$ cat src/rtl/instr_cache_pkg.sv
// Shared definitions for the instruction cache: word width, controller states
// and the line-alignment helper.
package instr_cache_pkg;

   localparam int WORD_SIZE = 16;

   typedef enum logic {
      IDLE  = 1'b0,
      FETCH = 1'b1
   } icache_state_e;

   // Clears the offset bits so the address names the first word of its line.
   function automatic logic [WORD_SIZE-1:0] line_align(input logic [WORD_SIZE-1:0] addr,
                                                       input int offset_bits);
      logic [WORD_SIZE-1:0] mask;
      mask = {WORD_SIZE{1'b1}} << offset_bits;
      return addr & mask;
   endfunction

endpackage

$ cat src/rtl/instr_cache_if.sv
// Fetch port (datapath side) and line-fill port (memory side) of the
// instruction cache, bundled; the cache is the slave, the environment the master.
interface instr_cache_if #(
   parameter int LINE_WORDS = 4
) ();

   logic                                            i_read;
   logic [instr_cache_pkg::WORD_SIZE-1:0]            i_address;
   logic [instr_cache_pkg::WORD_SIZE-1:0]            i_data;
   logic                                            i_ready;
   logic                                            mem_read;
   logic [instr_cache_pkg::WORD_SIZE-1:0]            mem_address;
   logic [instr_cache_pkg::WORD_SIZE*LINE_WORDS-1:0] mem_data;
   logic                                            mem_valid;

   modport master (
      output i_read, i_address, mem_data, mem_valid,
      input  i_data, i_ready, mem_read, mem_address
   );

   modport slave (
      input  i_read, i_address, mem_data, mem_valid,
      output i_data, i_ready, mem_read, mem_address
   );

endinterface

$ cat src/rtl/instr_cache_line_array.sv
// Valid/tag/data storage for the direct-mapped cache: combinational read by
// index, whole-line synchronous write, synchronous clear of all valid bits.
module icache_line_array #(
   parameter int WORD_SIZE  = 16,
   parameter int LINE_WORDS = 4,
   parameter int NUM_LINES  = 4,
   parameter int INDEX_BITS = 2,
   parameter int TAG_BITS   = 12
) (
   input  logic                            clk,
   input  logic                            clr,
   input  logic                            wr_en,
   input  logic [INDEX_BITS-1:0]           wr_index,
   input  logic [TAG_BITS-1:0]             wr_tag,
   input  logic [WORD_SIZE*LINE_WORDS-1:0] wr_line,
   input  logic [INDEX_BITS-1:0]           rd_index,
   output logic                            rd_valid,
   output logic [TAG_BITS-1:0]             rd_tag,
   output logic [WORD_SIZE*LINE_WORDS-1:0] rd_line
);

   logic [NUM_LINES-1:0]            valid_r;
   logic [TAG_BITS-1:0]             tag_r  [NUM_LINES];
   logic [WORD_SIZE*LINE_WORDS-1:0] data_r [NUM_LINES];

   // Valid bits: cleared together; a clear in the same cycle as a fill wins.
   always_ff @(posedge clk) begin
      if (clr) begin
         valid_r <= '0;
      end else if (wr_en) begin
         valid_r[wr_index] <= 1'b1;
      end else begin
         valid_r <= valid_r;
      end
   end

   // Tag and data words: only meaningful while the valid bit is set, so never cleared.
   always_ff @(posedge clk) begin
      if (wr_en && !clr) begin
         tag_r[wr_index]  <= wr_tag;
         data_r[wr_index] <= wr_line;
      end
   end

   assign rd_valid = valid_r[rd_index];
   assign rd_tag   = tag_r[rd_index];
   assign rd_line  = data_r[rd_index];

endmodule

$ cat src/rtl/instr_cache.sv
// Direct-mapped read-only instruction cache: same-cycle hits, a stalling
// line fill on a miss, and hit/access counters for the performance report.
module instr_cache
   import instr_cache_pkg::*;
#(
   parameter int LINE_WORDS = 4,
   parameter int NUM_LINES  = 4
) (
   input  logic                clk,
   input  logic                reset,
   instr_cache_if.slave        bus,
   output logic [15:0]         hit_count,
   output logic [15:0]         access_count
);

   localparam int OFFSET_BITS = $clog2(LINE_WORDS);
   localparam int INDEX_BITS  = $clog2(NUM_LINES);
   localparam int TAG_BITS    = WORD_SIZE - OFFSET_BITS - INDEX_BITS;
   localparam int LINE_BITS   = WORD_SIZE * LINE_WORDS;

   logic [OFFSET_BITS-1:0] offset_s;
   logic [INDEX_BITS-1:0]  index_s;
   logic [TAG_BITS-1:0]    tag_s;
   logic                   rd_valid_s;
   logic [TAG_BITS-1:0]    rd_tag_s;
   logic [LINE_BITS-1:0]   rd_line_s;
   logic                   hit_s;
   logic [WORD_SIZE-1:0]   word_s;

   icache_state_e          state_r;
   icache_state_e          state_next_s;
   logic                   start_fill_s;
   logic                   fill_done_s;
   logic                   fetch_done_s;
   logic                   i_ready_s;
   logic [WORD_SIZE-1:0]   i_data_s;
   logic                   wr_en_s;

   logic                   mem_read_r;
   logic [WORD_SIZE-1:0]   mem_address_r;
   logic [15:0]            hit_count_r;
   logic [15:0]            access_count_r;
   logic                   missed_r;

   assign offset_s = bus.i_address[OFFSET_BITS-1:0];
   assign index_s  = bus.i_address[OFFSET_BITS +: INDEX_BITS];
   assign tag_s    = bus.i_address[WORD_SIZE-1 -: TAG_BITS];

   // The fill writes the line named by the latched address, not the live one.
   assign wr_en_s = fill_done_s && !reset;

   icache_line_array #(
      .WORD_SIZE  (WORD_SIZE),
      .LINE_WORDS (LINE_WORDS),
      .NUM_LINES  (NUM_LINES),
      .INDEX_BITS (INDEX_BITS),
      .TAG_BITS   (TAG_BITS)
   ) u_lines (
      .clk      (clk),
      .clr      (reset),
      .wr_en    (wr_en_s),
      .wr_index (mem_address_r[OFFSET_BITS +: INDEX_BITS]),
      .wr_tag   (mem_address_r[WORD_SIZE-1 -: TAG_BITS]),
      .wr_line  (bus.mem_data),
      .rd_index (index_s),
      .rd_valid (rd_valid_s),
      .rd_tag   (rd_tag_s),
      .rd_line  (rd_line_s)
   );

   assign hit_s = rd_valid_s && (rd_tag_s == tag_s);

   // Word select within the looked-up line.
   always_comb begin
      word_s = '0;
      for (int k = 0; k < LINE_WORDS; k++) begin
         if (offset_s == k[OFFSET_BITS-1:0]) begin
            word_s = rd_line_s[k*WORD_SIZE +: WORD_SIZE];
         end else begin
            word_s = word_s;
         end
      end
   end

   // Controller state register.
   always_ff @(posedge clk) begin
      if (reset) begin
         state_r <= IDLE;
      end else begin
         state_r <= state_next_s;
      end
   end

   // Next state and fetch-port response; an idle port reads as ready with zero data.
   always_comb begin
      state_next_s = state_r;
      start_fill_s = 1'b0;
      fill_done_s  = 1'b0;
      i_ready_s    = 1'b0;
      i_data_s     = '0;
      case (state_r)
         IDLE: begin
            if (!bus.i_read) begin
               i_ready_s = 1'b1;
            end else if (hit_s) begin
               i_ready_s = 1'b1;
               i_data_s  = word_s;
            end else begin
               start_fill_s = 1'b1;
               state_next_s = FETCH;
            end
         end
         FETCH: begin
            if (bus.mem_valid) begin
               fill_done_s  = 1'b1;
               state_next_s = IDLE;
            end else begin
               state_next_s = FETCH;
            end
         end
         default: begin
            state_next_s = IDLE;
         end
      endcase
   end

   assign fetch_done_s = bus.i_read && i_ready_s;

   // Fill request: raised with the aligned miss address, dropped when the line arrives.
   always_ff @(posedge clk) begin
      if (reset) begin
         mem_read_r    <= 1'b0;
         mem_address_r <= '0;
      end else if (start_fill_s) begin
         mem_read_r    <= 1'b1;
         mem_address_r <= line_align(bus.i_address, OFFSET_BITS);
      end else if (fill_done_s) begin
         mem_read_r    <= 1'b0;
      end else begin
         mem_read_r    <= mem_read_r;
      end
   end

   // Counters; missed_r keeps a fetch that needed a fill from counting as a hit.
   always_ff @(posedge clk) begin
      if (reset) begin
         hit_count_r    <= 16'd0;
         access_count_r <= 16'd0;
         missed_r       <= 1'b0;
      end else if (fetch_done_s) begin
         access_count_r <= access_count_r + 16'd1;
         if (!missed_r) begin
            hit_count_r <= hit_count_r + 16'd1;
         end
         missed_r       <= 1'b0;
      end else if (start_fill_s) begin
         missed_r       <= 1'b1;
      end
   end

   assign bus.i_ready     = i_ready_s;
   assign bus.i_data      = i_data_s;
   assign bus.mem_read    = mem_read_r;
   assign bus.mem_address = mem_address_r;
   assign hit_count       = hit_count_r;
   assign access_count    = access_count_r;

endmodule
$ cat src/flat_wrapper.sv
// flat-port wrapper written by rule: the top's interface ports become plain ports
module instr_cache_flat import instr_cache_pkg::*;
#(
   parameter int LINE_WORDS = 4,
   parameter int NUM_LINES  = 4
)
  (clk, reset, hit_count, access_count, bus_i_read, bus_i_address, bus_mem_data, bus_mem_valid, bus_i_data, bus_i_ready, bus_mem_read, bus_mem_address);
  instr_cache_if #(.LINE_WORDS(LINE_WORDS)) bus_i ();
  input  logic clk;
  input  logic reset;
  output logic [15:0] hit_count;
  output logic [15:0] access_count;
  input wire logic [$bits(bus_i.i_read)-1:0] bus_i_read;
  input wire logic [$bits(bus_i.i_address)-1:0] bus_i_address;
  input wire logic [$bits(bus_i.mem_data)-1:0] bus_mem_data;
  input wire logic [$bits(bus_i.mem_valid)-1:0] bus_mem_valid;
  output wire logic [$bits(bus_i.i_data)-1:0] bus_i_data;
  output wire logic [$bits(bus_i.i_ready)-1:0] bus_i_ready;
  output wire logic [$bits(bus_i.mem_read)-1:0] bus_mem_read;
  output wire logic [$bits(bus_i.mem_address)-1:0] bus_mem_address;
  assign bus_i.i_read = bus_i_read;
  assign bus_i.i_address = bus_i_address;
  assign bus_i.mem_data = bus_mem_data;
  assign bus_i.mem_valid = bus_mem_valid;
  assign bus_i_data = bus_i.i_data;
  assign bus_i_ready = bus_i.i_ready;
  assign bus_mem_read = bus_i.mem_read;
  assign bus_mem_address = bus_i.mem_address;
  instr_cache #(.LINE_WORDS(LINE_WORDS), .NUM_LINES(NUM_LINES)) u_core (.clk(clk), .reset(reset), .bus(bus_i), .hit_count(hit_count), .access_count(access_count));
endmodule
$ cat config.mk
export PLATFORM = sky130hd
export DESIGN_NAME = instr_cache_flat
export DESIGN_NICKNAME = d
export VERILOG_FILES = /design/src/rtl/instr_cache_pkg.sv /design/src/rtl/instr_cache_if.sv /design/src/rtl/instr_cache_line_array.sv /design/src/rtl/instr_cache.sv /design/src/flat_wrapper.sv
export SDC_FILE = /design/constraint.sdc
export NUM_CORES = 1
export LEC_CHECK = 0
export BUFFER_PORTS_ARGS = -buffer_cell sky130_fd_sc_hd__buf_2
export CAP_MARGIN = 0
export CORE_ASPECT_RATIO = 1.2
export CORE_UTILIZATION = 55
export CTS_BUF_LIST = sky130_fd_sc_hd__clkbuf_4 sky130_fd_sc_hd__clkbuf_8
export CTS_CLUSTER_DIAMETER = 30
export CTS_CLUSTER_SIZE = 8
export DETAILED_ROUTE_END_ITERATION = 12
export GPL_TIMING_DRIVEN = 0
export PLACE_DENSITY_LB_ADDON = 0.08
export SYNTH_ARGS = -nofsm -noshare
export SYNTH_HDL_FRONTEND = slang
export SYNTH_HIERARCHICAL = 1
export SYNTH_SLANG_ARGS = --single-unit
$ cat constraint.sdc
create_clock -name clk -period 10.7 [get_ports clk]
set_clock_uncertainty 0.1 [all_clocks]
set_input_delay 1.605 -clock clk [delete_from_list [all_inputs] [get_ports clk]]
set_output_delay 1.605 -clock clk [all_outputs]
set_load 0.005 [all_outputs]
==> results.ini <==
[timing]
timing.max_slew.rel_slack_pct = 26.2
rsz0062_at_grt = no
hold_viol = 0
setup_ws_ns = 3.83
tns_ns = 0
timing_worst_slew_pin_value_ns = 1.10
fmax_mhz = 146
fin_crit_sh_pct = 64.2
final-max-slew-violation-count = 0
report.final.setup_viol = 0
fin_crit_ns = 6.87

[drt]
met3_wirelength_from_detailed_routing_um = 2290
detail_route.first_pass.iterations = 5
m1WireLength_um = 11800
wl_per_cell_um = 23.0
drt-initial-drc-count = 619
routed-wl-met2_um = 16300
route.detailed.vias_per_inst = 6.03
detail-route-antenna-nets = 0
post-route-drc-count = 0
highest-signal-layer = met4
vias = 8088
wirelength_um = 30900

[floorplanning]
core-area_mm2 = 0.0250
die-width_um = 148
num_io_pins = 150
die_area_mm2 = 0.0263
initial_core_util_pct = 56.5
die-height_um = 178
rows = 63

[power_and_ir_drop]
max-vdd-ir-drop_mv = 0.147
cellPowerDensity_mw_per_mm2 = 170
power.leakage_nw = 5.70
p_total_mw = 2.85

[final_layout]
seq_area_mm2 = 0.0102
fillers = 1673
fin_nets = 1063
post_layout_nonfiller_instances = 1341
drive_gt1_share_pct = 37.9
syn_to_final_growth_pct = 18.8
area_of_the_multi_input_gates_mm2 = 0.00366

[clock_network]
cts-root-buf = sky130_fd_sc_hd__clkbuf_8
htree_levels = 2
postCtsSetupRepairBufs = 0
cts.repair.resized = 0
cts_sinks = 357
cts-root-to-sink-buffers = 3
clk_latency_ns = 0.58
cts_hold_buffers = 0
tritoncts.num_buffers = 59
cts.clk_slew.worst_paths_ns = 0.06
tritoncts = done

[global_routing]
grt_pass1_wl_um = 47500
track_usage_pct = 24.4
maximum_number_of_pins_on_one_net_before_global_route_repair = 40
grt_pass1_vias = 8434
number_of_antenna_violations_at_the_first_check_in_global_routing = 3
overflow_left_after_global_routing = 0

[critical_path]
arrival_ns = 5.16
critical_path_class = in2out
cp_max_fo = 10
timing.critical_path.from_type = input pin
crit_path_end_kind = output pin
data_required_critical_path_ns = 9.00

[synth]
synth_top_area_cell = sky130_fd_sc_hd__edfxtp_1
synth.area.top_cells = sky130_fd_sc_hd__edfxtp_1 65%, sky130_fd_sc_hd__mux4_2 15%, sky130_fd_sc_hd__dfxtp_1 7.5%
ys_warn_count = 6
yosysMostFrequentCell = sky130_fd_sc_hd__edfxtp_1
total_of_flip_flops_plus_latches_after_synthesis = 357
synth-main-ff-cell = sky130_fd_sc_hd__edfxtp_1
synth_async_sr_flop_share_pct = 0
ys_types = 45
netlist_area_mm2 = 0.0141
synth.yosys.seq_area_share_pct = 72.2
area_share_of_the_leading_cell_type_in_the_synthesized_netlist_pct = 64.7
synth_cells = 748
synth-edff-count = 304
post_synth.cell_area_avg_um2 = 18.9
synth_top_cells_by_count = 304 x sky130_fd_sc_hd__edfxtp_1, 93 x sky130_fd_sc_hd__mux4_2, 53 x sky130_fd_sc_hd__dfxtp_1, 49 x sky130_fd_sc_hd__a21oi_1

[hold_path]
hold_path.class = reg2reg

[flow_run]
drv.max_cap_violation_count = 0

[placement]
gpl.final_weighted_congestion = 0.875
dp.cells = 1241
buffer_ports.inserted = 145
dp_hpwl_um = 21000
dp_slack_ns = 3.79

[outcome]
run_status = completed

-- power breakdown --
group	switching, mW	internal [mW]
logic	0.0721	0.0650
clock network	0.503	0.680
registers	0.00778	1.52
total	0.582	2.26
-- area by class of cell --
type,count,area share (%)
inverters,5,0.112
clock inverters,21,1.25
repair buffers,167,6.08
well taps,325,2.42
plain buffers,52,1.81
multi-input cells,335,21.8
clock buffers,77,5.76
flip-flops and latches,357,60.7
diodes,2,0.0298
-- logic make-up after synthesis --
group,synth area share (%)
AO/OA/AOI/OAI,4.14
XOR/XNOR,0.744
adder cells (fa/ha/maj),0.177
buffers and inverters,2.29
flip-flops,72.2
multiplexers,14.9
other,0.0266
AND/OR/NAND/NOR,5.54
-- per-stage QoR --
stage	util, %	instance area (µm²)	hold WS (ns)
CTS	67.1	16800	0.351
global route	67.1	16800	0.384
detailed placement	62.4	15600	0.343
global placement	61.1	15300	0.334
floorplan	-	14100	0.316
finish	67.1	16800	0.349
-- sequential cells by signal (all words and copies together) (netlist names) --
| name | cells |
|---|---|
| u_core/state_r | 1 |
| u_core/bus.mem_read | 1 |
| u_core/access_count | 16 |
| u_core/missed_r | 1 |
| u_core/bus.mem_address | 14 |
| u_core/u_lines/data_r | 256 |
| u_core/u_lines/valid_r | 4 |
| u_core/u_lines/tag_r | 48 |
| u_core/hit_count | 16 |
-- critical path: stages --
cell and delay, ns:
sky130_fd_sc_hd__buf_2 0.12, sky130_fd_sc_hd__buf_2 0.15, sky130_fd_sc_hd__buf_2 0.27, sky130_fd_sc_hd__buf_2 0.33, sky130_fd_sc_hd__mux4_2 0.35, sky130_fd_sc_hd__xnor2_1 0.19, sky130_fd_sc_hd__nand4_1 0.19, sky130_fd_sc_hd__nor4_1 0.96
sky130_fd_sc_hd__clkbuf_1 0.56, sky130_fd_sc_hd__and3_1 0.30, sky130_fd_sc_hd__buf_2 0.13
-- layout by cell type (no fill, tap or decap), types with 3 or more instances in the layout --
cell type and count:
sky130_fd_sc_hd__clkinvlp_4 3, sky130_fd_sc_hd__clkinv_2 4, sky130_fd_sc_hd__inv_1 5, sky130_fd_sc_hd__bufinv_16 4, sky130_fd_sc_hd__buf_2 158, sky130_fd_sc_hd__buf_6 15, sky130_fd_sc_hd__or4_1 27, sky130_fd_sc_hd__buf_12 4
sky130_fd_sc_hd__nor2_1 5, sky130_fd_sc_hd__nand3_1 27, sky130_fd_sc_hd__dfxtp_1 53, sky130_fd_sc_hd__clkbuf_4 15, sky130_fd_sc_hd__mux4_2 93, sky130_fd_sc_hd__clkbuf_1 27, sky130_fd_sc_hd__nand2_1 12, sky130_fd_sc_hd__nand2b_1 3
sky130_fd_sc_hd__buf_8 8, sky130_fd_sc_hd__clkbuf_8 62, sky130_fd_sc_hd__o31ai_1 27, sky130_fd_sc_hd__edfxtp_1 304, sky130_fd_sc_hd__o21ai_0 16, sky130_fd_sc_hd__xnor2_1 12, sky130_fd_sc_hd__nand4_1 8, sky130_fd_sc_hd__a21oi_1 49
sky130_fd_sc_hd__clkinv_1 8, sky130_fd_sc_hd__and3_1 23, sky130_fd_sc_hd__buf_4 3
-- layer usage --
| metal | GRT usage (%) | up-vias |
|---|---|---|
| met5 | 0 | - |
| met4 | 7.09 | 0 |
| met3 | 5.22 | 45 |
| met2 | 42.4 | 381 |
| met1 | 31.0 | 4082 |
| li1 | - | 3580 |
-- path summary, 6_finish.rpt --
check	start	to	slack (ns)	cells past startpoint
setup / recovery	bus_i_address[3]	bus_i_data[2]	3.83	11
hold / removal	u_core/u_lines/valid_r[0]	u_core/u_lines/valid_r[0]	0.35	2
hold reg to reg	u_core/u_lines/valid_r[0]	u_core/u_lines/valid_r[0]	0.35	2
setup reg to reg	u_core/u_lines/tag_r[3][3]	u_core/bus.mem_address[2]	7.43	7
(Power assumes the default switching activity.)
